$ cat src/rtl/i_decode.sv
// MIPS ID stage: 32x32 register file with write-through, main control decode, ID/EX latch.
// One-cycle latency from instr_in/npc_in to outputs; no stall input, so the latch loads every cycle.
module i_decode #(
  parameter int WIDTH = 32,
  parameter int NREGS = 32
) (
  input  logic             clk,
  input  logic             rst,
  input  logic [31:0]      instr_in,
  input  logic [WIDTH-1:0] npc_in,
  input  logic             flush,
  input  logic             wb_regwrite,
  input  logic [4:0]       wb_write_reg,
  input  logic [WIDTH-1:0] wb_write_data,
  output logic [WIDTH-1:0] npc_out,
  output logic [WIDTH-1:0] rd_data1,
  output logic [WIDTH-1:0] rd_data2,
  output logic [WIDTH-1:0] imm_out,
  output logic [4:0]       rt_out,
  output logic [4:0]       rd_out,
  output logic [1:0]       ctl_wb,
  output logic [2:0]       ctl_m,
  output logic [3:0]       ctl_ex
);

  localparam logic [5:0] OP_RTYPE = 6'b000000;
  localparam logic [5:0] OP_LW    = 6'b100011;
  localparam logic [5:0] OP_SW    = 6'b101011;
  localparam logic [5:0] OP_BEQ   = 6'b000100;

  logic [WIDTH-1:0] regs [NREGS];
  logic [4:0]       rs, rt;
  logic [WIDTH-1:0] rs_val, rt_val, imm_ext;
  logic [1:0]       dec_wb;
  logic [2:0]       dec_m;
  logic [3:0]       dec_ex;

  assign rs      = instr_in[25:21];
  assign rt      = instr_in[20:16];
  assign imm_ext = {{(WIDTH-16){instr_in[15]}}, instr_in[15:0]};

  always_ff @(posedge clk or posedge rst) begin
    if (rst) begin
      for (int i = 0; i < NREGS; i++) regs[i] <= '0;
    end else if (wb_regwrite && wb_write_reg != 5'd0) begin
      regs[wb_write_reg] <= wb_write_data;
    end
  end

  // Write-through lets a WB in this cycle reach the instruction being decoded now.
  always_comb begin
    rs_val = regs[rs];
    rt_val = regs[rt];
    if (wb_regwrite && wb_write_reg == rs) rs_val = wb_write_data;
    if (wb_regwrite && wb_write_reg == rt) rt_val = wb_write_data;
    if (rs == 5'd0) rs_val = '0;
    if (rt == 5'd0) rt_val = '0;
  end

  always_comb begin
    dec_wb = 2'b00;
    dec_m  = 3'b000;
    dec_ex = 4'b0000;
    case (instr_in[31:26])
      OP_RTYPE: begin dec_wb = 2'b10; dec_m = 3'b000; dec_ex = 4'b1100; end
      OP_LW:    begin dec_wb = 2'b11; dec_m = 3'b010; dec_ex = 4'b0001; end
      OP_SW:    begin dec_wb = 2'b00; dec_m = 3'b001; dec_ex = 4'b0001; end
      OP_BEQ:   begin dec_wb = 2'b00; dec_m = 3'b100; dec_ex = 4'b0010; end
      default:  begin dec_wb = 2'b00; dec_m = 3'b000; dec_ex = 4'b0000; end
    endcase
  end

  always_ff @(posedge clk or posedge rst) begin
    if (rst) begin
      npc_out  <= '0;
      rd_data1 <= '0;
      rd_data2 <= '0;
      imm_out  <= '0;
      rt_out   <= '0;
      rd_out   <= '0;
      ctl_wb   <= '0;
      ctl_m    <= '0;
      ctl_ex   <= '0;
    end else begin
      npc_out  <= npc_in;
      rd_data1 <= rs_val;
      rd_data2 <= rt_val;
      imm_out  <= imm_ext;
      rt_out   <= instr_in[20:16];
      rd_out   <= instr_in[15:11];
      ctl_wb   <= flush ? 2'b00   : dec_wb;
      ctl_m    <= flush ? 3'b000  : dec_m;
      ctl_ex   <= flush ? 4'b0000 : dec_ex;
    end
  end

endmodule
$ cat config.mk
export PLATFORM = sky130hd
export DESIGN_NAME = i_decode
export DESIGN_NICKNAME = d
export VERILOG_FILES = /design/src/rtl/i_decode.sv
export SDC_FILE = /design/constraint.sdc
export NUM_CORES = 2
export LEC_CHECK = 0
export CAP_MARGIN = 0
export CORE_MARGIN = 4
export CORE_UTILIZATION = 55
export DETAILED_ROUTE_END_ITERATION = 16
export PLACE_DENSITY = 0.8
export SLEW_MARGIN = 0
export SYNTH_ARGS = -nofsm -noshare
export SYNTH_HDL_FRONTEND = slang
export SYNTH_SLANG_ARGS = --single-unit
$ cat constraint.sdc
create_clock -name clk -period 97.2 [get_ports clk]
set_input_delay 19.44 -clock clk [delete_from_list [all_inputs] [get_ports clk]]
set_output_delay 19.44 -clock clk [all_outputs]
set_load 0.02 [all_outputs]
==> reports/qor.yml <==
post_cts_buffers: 0
critPathMaxFanout: 59
firstDrtPassIters: 5
status: "complete, but fails checks"
ys_types: 64
place.gp.congestion: 0.879
fp.dieH_um: 335
grt_pass1_vias: 40326
grt_pass1_wl_um: 276000
die_w_um: 335
slew_headroom_pct: -2.13
antenna_found_initial: 24
placement.io_buffers: 251
grt_max_degree: 178
hold_buffers: 0
dp.final_hpwl_um: 113000
hold_end: "regs[998]"
rr_endpoint: "rd_data1[17]"
hold_depth: 0
finalCritPeriodShare_pct: 24.5
violations: "capacitance limit, slew limit"
route.antenna.remaining_nets: 0
timing.max_cap.violations: 1
crit_path_start_kind: "primary input"
fin_skew_ps: 26.1
cts_tree: "yes"
maxSlewViolCount: 26
crit_arrival_ps: 24350
cp.required_ps: 97740
hold_path.startpoint: "regs[998]"
htreeDepth: 3
finalHoldViolCount: 0
cts.path.max_buffers: 3
clockRootBuffer: "clkbuf_16"
synth_flop_cell: "dfrtp_1"
syn_inst: 3953
core_area_mm2: 0.106
rr_startpoint: "regs[913]"
tightest_slew_ps: 1530
die_area_mm2: 0.112
synth-edff-count: 0
rows: 119
fin_crit_ps: 23810
io_pins: 252
hold_path.class: "reg -> reg"
p_leak_nw: 28.2
grt_overflow: 0
via_per_inst: 7.24
clk_pin_slew_worst_paths_ps: 60
area_growth_pct: 11.6
nNetsFinal: 4084
vias: 39735
synth-seq-cells: 1147
ctsResizeCount: 0
max_freq_mhz: 42.0
drive_above_1_share_pct: 43.5
yosysWarnings: 0
syn_area_per_cell_um2: 14.9
yosys.area.top_type_share_pct: 48.9
crit_type: "in -> reg"
synth_area_mm2: 0.0587
numCtsBuffers: 116
synth_largest_area_cell: "dfrtp_1"
power_mw: 1.37
track_usage_pct: 33.5
wl_um: 189000
ir_drop_v: 0.0000166
initial_core_util_pct: 55.6
rsz0062_at_grt: "false"
synthArstFlopShare_pct: 100
finalSetupViolCount: 0
tns_ps: 0
yosysSeqAreaShare_pct: 48.9
drc: 0
ff2ff_path_depth: 5
end_kind: "flop"
powerDensity_mw_per_mm2: 21.0
drtIter0Drc: 5327
synth_fp_nets: 4058
fillers: 7635
cts_num_sinks: 1147
wire_per_inst_um: 34.4
ys_top_cells_by_area: "dfrtp_1 (49%), mux2_2 (19%), mux4_2 (16%)"
clock_latency_ps: 720
r2r_slack_ps: 95090
==> cell usage in the layout (no fill, tap or decap), types with 10 or more instances in the layout <==
cell type        instances
a21oi_1                 74
nor2_1                  17
mux2i_1                182
o2bb2ai_1               13
mux2_2                 988
a221o_1                 22
clkbuf_8                25
mux4_2                 406
nand2_1                 75
clkbuf_1                19
o21ai_0                 66
nand3_1                 11
a221oi_1                49
mux4_1                  18
a211oi_1                29
nand2_2                 15
a211o_1                 10
a22oi_1                 62
clkbuf_16              118
mux2_1                  20
a31oi_1                 14
o22a_1                  12
buf_4                  112
nor2_4                  17
bufinv_16               12
nor3_1                  23
clkdlybuf4s50_1        242
nor3b_1                 15
nor2b_1                 16
clkinv_2                36
o22ai_1                 76
dfrtp_1               1147
diode_2                 16
==> per-layer routing <==
| metal | wire, um | share of wire [%] | vias to the layer above | GRT usage, % |
|---|---|---|---|---|
| li1 | - | - | 15278 | - |
| met1 | 68600 | 36 | 20818 | 44.4 |
| met2 | 82500 | 44 | 2946 | 48.4 |
| met3 | 26600 | 14 | 675 | 13.5 |
| met4 | 10800 | 5.7 | 18 | 16.4 |
| met5 | 115 | 0.061 | - | 0 |
==> final cells by class <==
cell class | instances | area, um^2 | share of cell area (%)
tap | 1391 | 1740 | 2.66
antenna | 16 | 40.0 | 0.0611
inverter | 9 | 41.3 | 0.0630
sequential | 1147 | 28700 | 43.8
clock inverter | 60 | 647 | 0.987
multi-input combinational | 2341 | 27600 | 42.2
clock buffer | 160 | 3340 | 5.10
timing repair buffer | 364 | 3390 | 5.17
==> worst max-delay path by stage <==
stage / from / endpoint / slack, ps / cells past startpoint
6_report: instr_in[21] / rd_data1[19] / 73390 / 10
5_1_grt: instr_in[21] / rd_data1[19] / 72930 / 10
4_1_cts: instr_in[21] / rd_data1[19] / 73240 / 10
3_5_place_dp: instr_in[21] / rd_data1[19] / 72520 / 10
3_3_place_gp: instr_in[21] / rd_data1[19] / 72620 / 10
2_1_floorplan: rst / ctl_ex[0] / 45460 / 1
==> kinds of logic after synthesis <==
kind of cell	count (synthesis)	synth area share, %
flip-flops	1147	48.9
XOR/XNOR	10	0.149
multiplexers	1614	38.8
buffers and inverters	465	4.39
AND/OR/NAND/NOR	239	2.06
AO/OA/AOI/OAI	478	5.70
==> power by group <==
part	total (mW)	switching (mW)	internal, mW
Sequential	0.634	0.0696	0.564
Clock	0.469	0.197	0.272
Combinational	0.270	0.114	0.156
==> worst max-delay path, cell delays in order <==
cell,delay [ps]
buf_8,440
buf_4,730
buf_4,740
buf_4,750
buf_4,880
mux4_2,610
a22oi_1,240
a21oi_1,100
a21oi_1,210
o2bb2ai_1,110
==> metrics by stage <==
step	worst slack [ps]	utilization (%)	hold slack (ps)	instance area, um^2	cells
floorplan	45460	-	438	58700	3953
global placement	72620	58.3	377	61500	5252
detailed placement	72520	58.3	383	61500	5252
CTS	73240	62.0	397	65500	5472
global route	72930	62.0	410	65500	5477
finish	73390	62.1	394	65500	5488
==> synthesized netlist by cell type (9+ instances only) <==
master / count
a211o_1: 10
buf_8: 9
mux2_1: 20
buf_1: 22
buf_6: 26
o22a_1: 12
nand2_1: 90
o21ai_0: 66
clkbuf_1: 206
a211oi_1: 29
o22ai_1: 76
o2bb2ai_1: 13
a21oi_1: 74
buf_2: 131
buf_4: 51
nor3b_1: 16
a22oi_1: 62
a31oi_1: 14
nor3_1: 23
mux2i_1: 182
nand3_1: 12
dfrtp_1: 1147
a221oi_1: 49
nor2_1: 30
mux4_1: 18
mux4_2: 406
buf_12: 11
mux2_2: 988
nor2b_1: 19
a221o_1: 22
==> state kept, by name (all words and copies together), names as in the netlist <==
name / cells
imm_out: 12
ctl_wb: 2
rd_out: 4
regs: 1024
rd_data2: 32
ctl_m: 1
npc_out: 32
rt_out: 5
rd_data1: 32
ctl_ex: 3
Note: power is estimated with default switching activity, not from simulation.
